`src/rtl/serial_add.sv`:
```
// Bit-serial adder: one full-adder slice processes an operand pair LSB-first, one bit per clock.
// Optional macro SERIAL_ADD_SUB_EN adds a `sub` input that turns the operation into a - b.
module serial_add #(
    parameter int WIDTH = 8
) (
    input  logic             clk,
    input  logic             rst,
    input  logic             in_valid,
    output logic             in_ready,
    input  logic [WIDTH-1:0] a,
    input  logic [WIDTH-1:0] b,
    input  logic             cin,
`ifdef SERIAL_ADD_SUB_EN
    input  logic             sub,
`endif
    output logic             out_valid,
    input  logic             out_ready,
    output logic [WIDTH-1:0] sum,
    output logic             cout
);

    localparam int CNT_W = (WIDTH > 1) ? $clog2(WIDTH) : 1;
    localparam logic [CNT_W-1:0] LAST = CNT_W'(WIDTH - 1);

    typedef enum logic [1:0] {
        IDLE = 2'd0,
        RUN  = 2'd1,
        DONE = 2'd2
    } state_t;

    state_t           state;
    logic [WIDTH-1:0] a_sh;
    logic [WIDTH-1:0] b_sh;
    logic [WIDTH-1:0] sum_sh;
    logic             c;
    logic [CNT_W-1:0] cnt;

    logic [WIDTH-1:0] b_load;
    logic             c_load;

    function automatic logic fa_sum(input logic x, input logic y, input logic ci);
        return x ^ y ^ ci;
    endfunction

    function automatic logic fa_carry(input logic x, input logic y, input logic ci);
        return (x & y) | (x & ci) | (y & ci);
    endfunction

    // New sum bit enters at the MSB; written this way so WIDTH=1 needs no special slice.
    function automatic logic [WIDTH-1:0] shift_in(input logic [WIDTH-1:0] v, input logic bit_in);
        logic [WIDTH-1:0] r;
        r = v >> 1;
        r[WIDTH-1] = bit_in;
        return r;
    endfunction

`ifdef SERIAL_ADD_SUB_EN
    // Subtraction as a + ~b + 1; cout then reads as "no borrow".
    always_comb begin
        b_load = sub ? ~b : b;
        c_load = sub ? 1'b1 : cin;
    end
`else
    always_comb begin
        b_load = b;
        c_load = cin;
    end
`endif

    always_ff @(posedge clk) begin
        if (rst) begin
            state     <= IDLE;
            in_ready  <= 1'b1;
            out_valid <= 1'b0;
            sum_sh    <= '0;
            c         <= 1'b0;
            cnt       <= '0;
        end else begin
            case (state)
                IDLE: begin
                    if (in_valid) begin
                        a_sh     <= a;
                        b_sh     <= b_load;
                        c        <= c_load;
                        cnt      <= '0;
                        state    <= RUN;
                        in_ready <= 1'b0;
                    end
                end
                RUN: begin
                    a_sh   <= a_sh >> 1;
                    b_sh   <= b_sh >> 1;
                    sum_sh <= shift_in(sum_sh, fa_sum(a_sh[0], b_sh[0], c));
                    c      <= fa_carry(a_sh[0], b_sh[0], c);
                    cnt    <= cnt + 1'b1;
                    if (cnt == LAST) begin
                        state     <= DONE;
                        out_valid <= 1'b1;
                    end
                end
                DONE: begin
                    if (out_ready) begin
                        state     <= IDLE;
                        out_valid <= 1'b0;
                        in_ready  <= 1'b1;
                    end
                end
                default: begin
                    state     <= IDLE;
                    out_valid <= 1'b0;
                    in_ready  <= 1'b1;
                end
            endcase
        end
    end

    assign sum  = sum_sh;
    assign cout = c;

endmodule

```
`config.mk`:
```
export PLATFORM = sky130hd
export DESIGN_NAME = serial_add
export DESIGN_NICKNAME = d
export VERILOG_FILES = /design/src/rtl/serial_add.sv
export SDC_FILE = /design/constraint.sdc
export NUM_CORES = 1
export LEC_CHECK = 0
export CAP_MARGIN = 20
export CORE_MARGIN = 2
export CORE_UTILIZATION = 40
export CTS_BUF_LIST = sky130_fd_sc_hd__clkbuf_4 sky130_fd_sc_hd__clkbuf_8 sky130_fd_sc_hd__clkbuf_16
export CTS_CLUSTER_DIAMETER = 40
export DETAILED_ROUTE_END_ITERATION = 8
export PLACE_DENSITY = 0.66
export SYNTH_ARGS = -nofsm -noshare
export SYNTH_HDL_FRONTEND = slang
export SYNTH_SLANG_ARGS = --single-unit
```
`constraint.sdc`:
```
create_clock -name clk -period 2 [get_ports clk]
set_input_delay 0.2 -clock clk [delete_from_list [all_inputs] [get_ports clk]]
set_output_delay 0.2 -clock clk [all_outputs]
set_load 0.05 [all_outputs]
```
# After elaboration in Yosys (flattened, before gate mapping)
# Cells that the tools add are included.
# word_totals
reg_bits	32
input_bits	21
out_inout_bits	11
word_cells	50
# classes
add_sub_neg	1
eq_ne	6
mux	18
n_bitwise	10
reduce_logical	7
# op_table
op	count
case mux 8 bit (2 select lines)	2
two-way mux 8 bit	2
AND reduction 3 bit	4
two-way mux 2 bit	3
inequality test 2 bit, second input constant	3
case mux 1 bit (3 select lines)	2
case mux 2 bit (3 select lines)	1
case mux 3 bit (2 select lines)	1
two-way mux 1 bit	5
adder 3 x 1 -> 3 bit, second input constant	1
AND 1 bit	3
== test 3 bit, second input constant	1
two-way mux 3 bit	1
NOT 1 bit	3
== test 2 x 1 -> 1 bit, second input constant	1
== test 2 bit, second input constant	1
zero test 2 bit	1
OR 1 bit	2
case mux 1 bit (2 select lines)	1
AND reduction 2 bit	1
nonzero test 2 bit	1
bitwise XOR 1 bit	2

# Longest topological paths before layout
# logic_depth
depth_word	4
mapped_depth	6
ltp_nobuf	5

# Worst setup path before layout
# No wires, ideal clock.
# synth_path
kind	input-to-reg
start	input rst
end	register a_sh[0], enable pin
setup_ns	0.388
arrival_ns	1.285
required_ns	1.612
setup_slack_ns	0.327
cell_stages	3
n_path_buf	2
cell_sequence	clkbuf_1 -> buf_2 -> nor2_1
# synth_between
elab_chain_cells	2
# synth_rtl
element	line_no	rtl
from (decl)	7	input logic rst,
NOT 1 bit (no line)	--	
AND reduction 3 bit (no line)	--	
to (signal assigned)	91	a_sh <= a_sh >> 1;
to (decl)	32	logic [WIDTH-1:0] a_sh;
# Every way passes these cells.
# A chain may end at the register's enable or synchronous reset.

# Final worst setup path
# layout_path
start	register c, in the netlist cout
end	output cout
# layout_lines
element	line_no	rtl
from (decl)	35	logic c;
from (signal assigned)	84	c <= c_load;
from (signal assigned)	94	c <= fa_carry(a_sh[0], b_sh[0], c);
to (decl)	19	output logic cout
# No word-level cell between the ends.

==> results.py <==
metrics = {
    "die": {
        "start_util_pct": 41.3,
        "fp.dieArea_mm2": 0.00390,
        "rows": 21,
        "ios": 32,
        "die_h_um": 62.4,
        "core_mm2": 0.00331,
        "die_w_um": 62.4,
    },
    "timing": {
        "final_max_slew_viol_count": 0,
        "slew_headroom_pct": 66.6,
        "tns_ns": 0,
        "post-route-period-util_pct": 87.9,
        "finalSetupViolations": 0,
        "skew_ns": 0.00756,
        "rsz0062_at_grt": "no",
        "worst_slew_pin_slew_ns": 0.500,
        "hold_violations": 0,
        "fmax_mhz": 569,
        "min_period_ns": 1.76,
    },
    "final_layout": {
        "final_util_pct": 53.6,
        "antennaDiodeCount": 0,
        "final_common_cell": "nand2_1",
        "area_growth_pct": 29.8,
        "final_cell_mix": "59 x nand2_1, 31 x clkdlybuf4s50_1, 16 x edfxtp_1, 16 x dfxtp_1",
        "final_layout_size_suffix_gt1_share_pct": 11.0,
        "nets": 196,
    },
    "clocking": {
        "cts_root_buf": "clkbuf_4",
        "cts_tree": "built",
        "numCtsBuffers": 5,
        "clkLatencyLatePin_ns": 0.33,
        "htree_levels": 2,
        "clockBufferDepth": 2,
        "hold_buffers": 0,
        "cts_resized": 0,
        "cts.clk_slew.worst_paths_ns": 0.10,
        "post_cts_buffers": 0,
        "cts_sinks": 32,
    },
    "grt": {
        "grt_antenna_before_repair": 0,
        "grt_usage_pct": 14.7,
        "overflow": 0,
        "grt_max_degree": 19,
        "grt_pass1_wl_um": 4410,
        "grt_pass1_vias": 1046,
    },
    "logic_synthesis": {
        "ys.warnings.count": 0,
        "ys_ff_latch": 32,
        "syn_nets": 163,
        "synth_top_area_share_pct": 35.2,
        "avgSynthCellArea_um2": 9.83,
        "syn_inst": 139,
        "synth_cell_types": 25,
        "yosys.area.top_type": "edfxtp_1",
        "ys_seq_area_share_pct": 58.6,
        "synth_area_leaders": "edfxtp_1 35%, dfxtp_1 23%, nand2_1 16%, a21oi_1 2.6%, a21oi_2 2.6%",
        "synth.cell_area_mm2": 0.00137,
    },
    "worst_setup_path": {
        "crit_chain": "clkdlybuf4s50_1",
        "critPathLaunchType": "register",
        "critical_path_buf_inv_count": 1,
        "crit_required_ns": 1.80,
        "critPathKind": "reg2out",
        "endpoint_kind": "primary output",
        "slowest_stage": "clkdlybuf4s50_1",
        "cp_max_fo": 4,
        "cp_slowest_stage_delay_ns": 0.83,
        "crit_family": "buffers and inverters",
        "crit_arrival_ns": 1.56,
    },
    "routing": {
        "drc": 0,
        "drt_iter0_drc": 38,
        "vias": 1032,
        "ant_nets": 0,
        "wl_per_cell_um": 11.6,
        "dr.pass1.iters": 4,
        "via_per_inst": 4.71,
        "wl_um": 2540,
    },
    "power": {
        "power.leakage_nw": 0.690,
        "power.density_mw_per_mm2": 740,
        "vdd_drop_max_uv": 408,
        "fin_total_pwr_mw": 1.31,
    },
    "place": {
        "dp_hpwl_um": 1870,
        "portBuffers": 31,
        "gp_congestion": 0.690,
    },
    "min_path": {
        "min_path_type": "reg2reg",
    },
    "status": {
        "status": "finished, final reports clean",
    },
    "job": {
        "drv_cap": 0,
    },
}
## layout make-up
class	instances	area (um^2)
fillers	329	1540
flip-flops and latches	32	801
multi-input cells	98	500
repair buffers	35	353
well taps	46	57.6
clock buffers	6	51.3
clock inverters	2	10.0
## registers in the layout, indices dropped and copies added (netlist names)
signal     count
cout           1
in_ready       1
a_sh           8
sum            8
b_sh           8
state          2
cnt            3
out_valid      1
## cell families (layout without fill, tap and decap cells)
logic type,count (synthesis),after routing,share of synthesized area [%]
AND/OR/NAND/NOR,76,76,23.3
AO/OA/AOI/OAI,18,18,9.16
adder cells (fa/ha/maj),3,3,3.30
buffers and inverters,9,43,4.94
flip-flops,32,32,58.6
multiplexers,1,1,0.733
## layer usage
metal / share of wire, % / global-route usage [%]
met2: 49 / 24.6
met1: 44 / 16.9
met3: 5.5 / 6.13
met5: 0 / 0
met4: 1.6 / 5.00
## through the flow
stage / setup WS (ns) / hold slack (ns) / cell area, um^2 / instances
2_1_floorplan: 0.327 / 0.371 / 1370 / 139
3_3_place_gp: 0.473 / 0.457 / 1710 / 211
3_5_place_dp: 0.436 / 0.465 / 1710 / 211
4_1_cts: 0.219 / 0.481 / 1770 / 219
5_1_grt: 0.163 / 0.510 / 1770 / 219
6_report: 0.242 / 0.477 / 1770 / 219
## path summary, 6_finish.rpt
| check | startpoint | to | slack [ns] | depth (start not counted) |
|---|---|---|---|---|
| worst max-delay path | cout$_SDFFE_PP0P_ | cout | 0.24 | 1 |
| worst min-delay path | sum[3]$_SDFFE_PP0N_ | sum[2]$_SDFFE_PP0N_ | 0.48 | 2 |
| worst max register to register | state[0]$_SDFFE_PP0P_ | b_sh[6]$_DFFE_PP_ | 0.47 | 4 |
| worst min register to register | sum[3]$_SDFFE_PP0N_ | sum[2]$_SDFFE_PP0N_ | 0.48 | 2 |
## synthesized netlist by cell type
| library cell | n |
|---|---|
| nand2b_1 | 2 |
| a21oi_2 | 4 |
| clkbuf_1 | 1 |
| nor4_1 | 1 |
| nand2_1 | 59 |
| mux2i_1 | 1 |
| a21oi_1 | 7 |
| o21bai_1 | 1 |
| fa_1 | 1 |
| a2bb2oi_1 | 1 |
| buf_4 | 2 |
| nor3_1 | 1 |
| a22oi_1 | 2 |
| nand3b_1 | 1 |
| dfxtp_1 | 16 |
| o21ai_2 | 1 |
| buf_2 | 3 |
| nor2b_1 | 2 |
| and2_1 | 2 |
| nor2_1 | 7 |
| ha_1 | 2 |
| a211oi_1 | 2 |
| edfxtp_1 | 16 |
| buf_6 | 3 |
| or4b_4 | 1 |
## power by group
| part | switching [mW] | internal, mW |
|---|---|---|
| Sequential | 0.0180 | 0.730 |
| Combinational | 0.0978 | 0.0865 |
| Clock | 0.213 | 0.167 |
| Total | 0.328 | 0.983 |
Power figures use the tool's default switching activity.
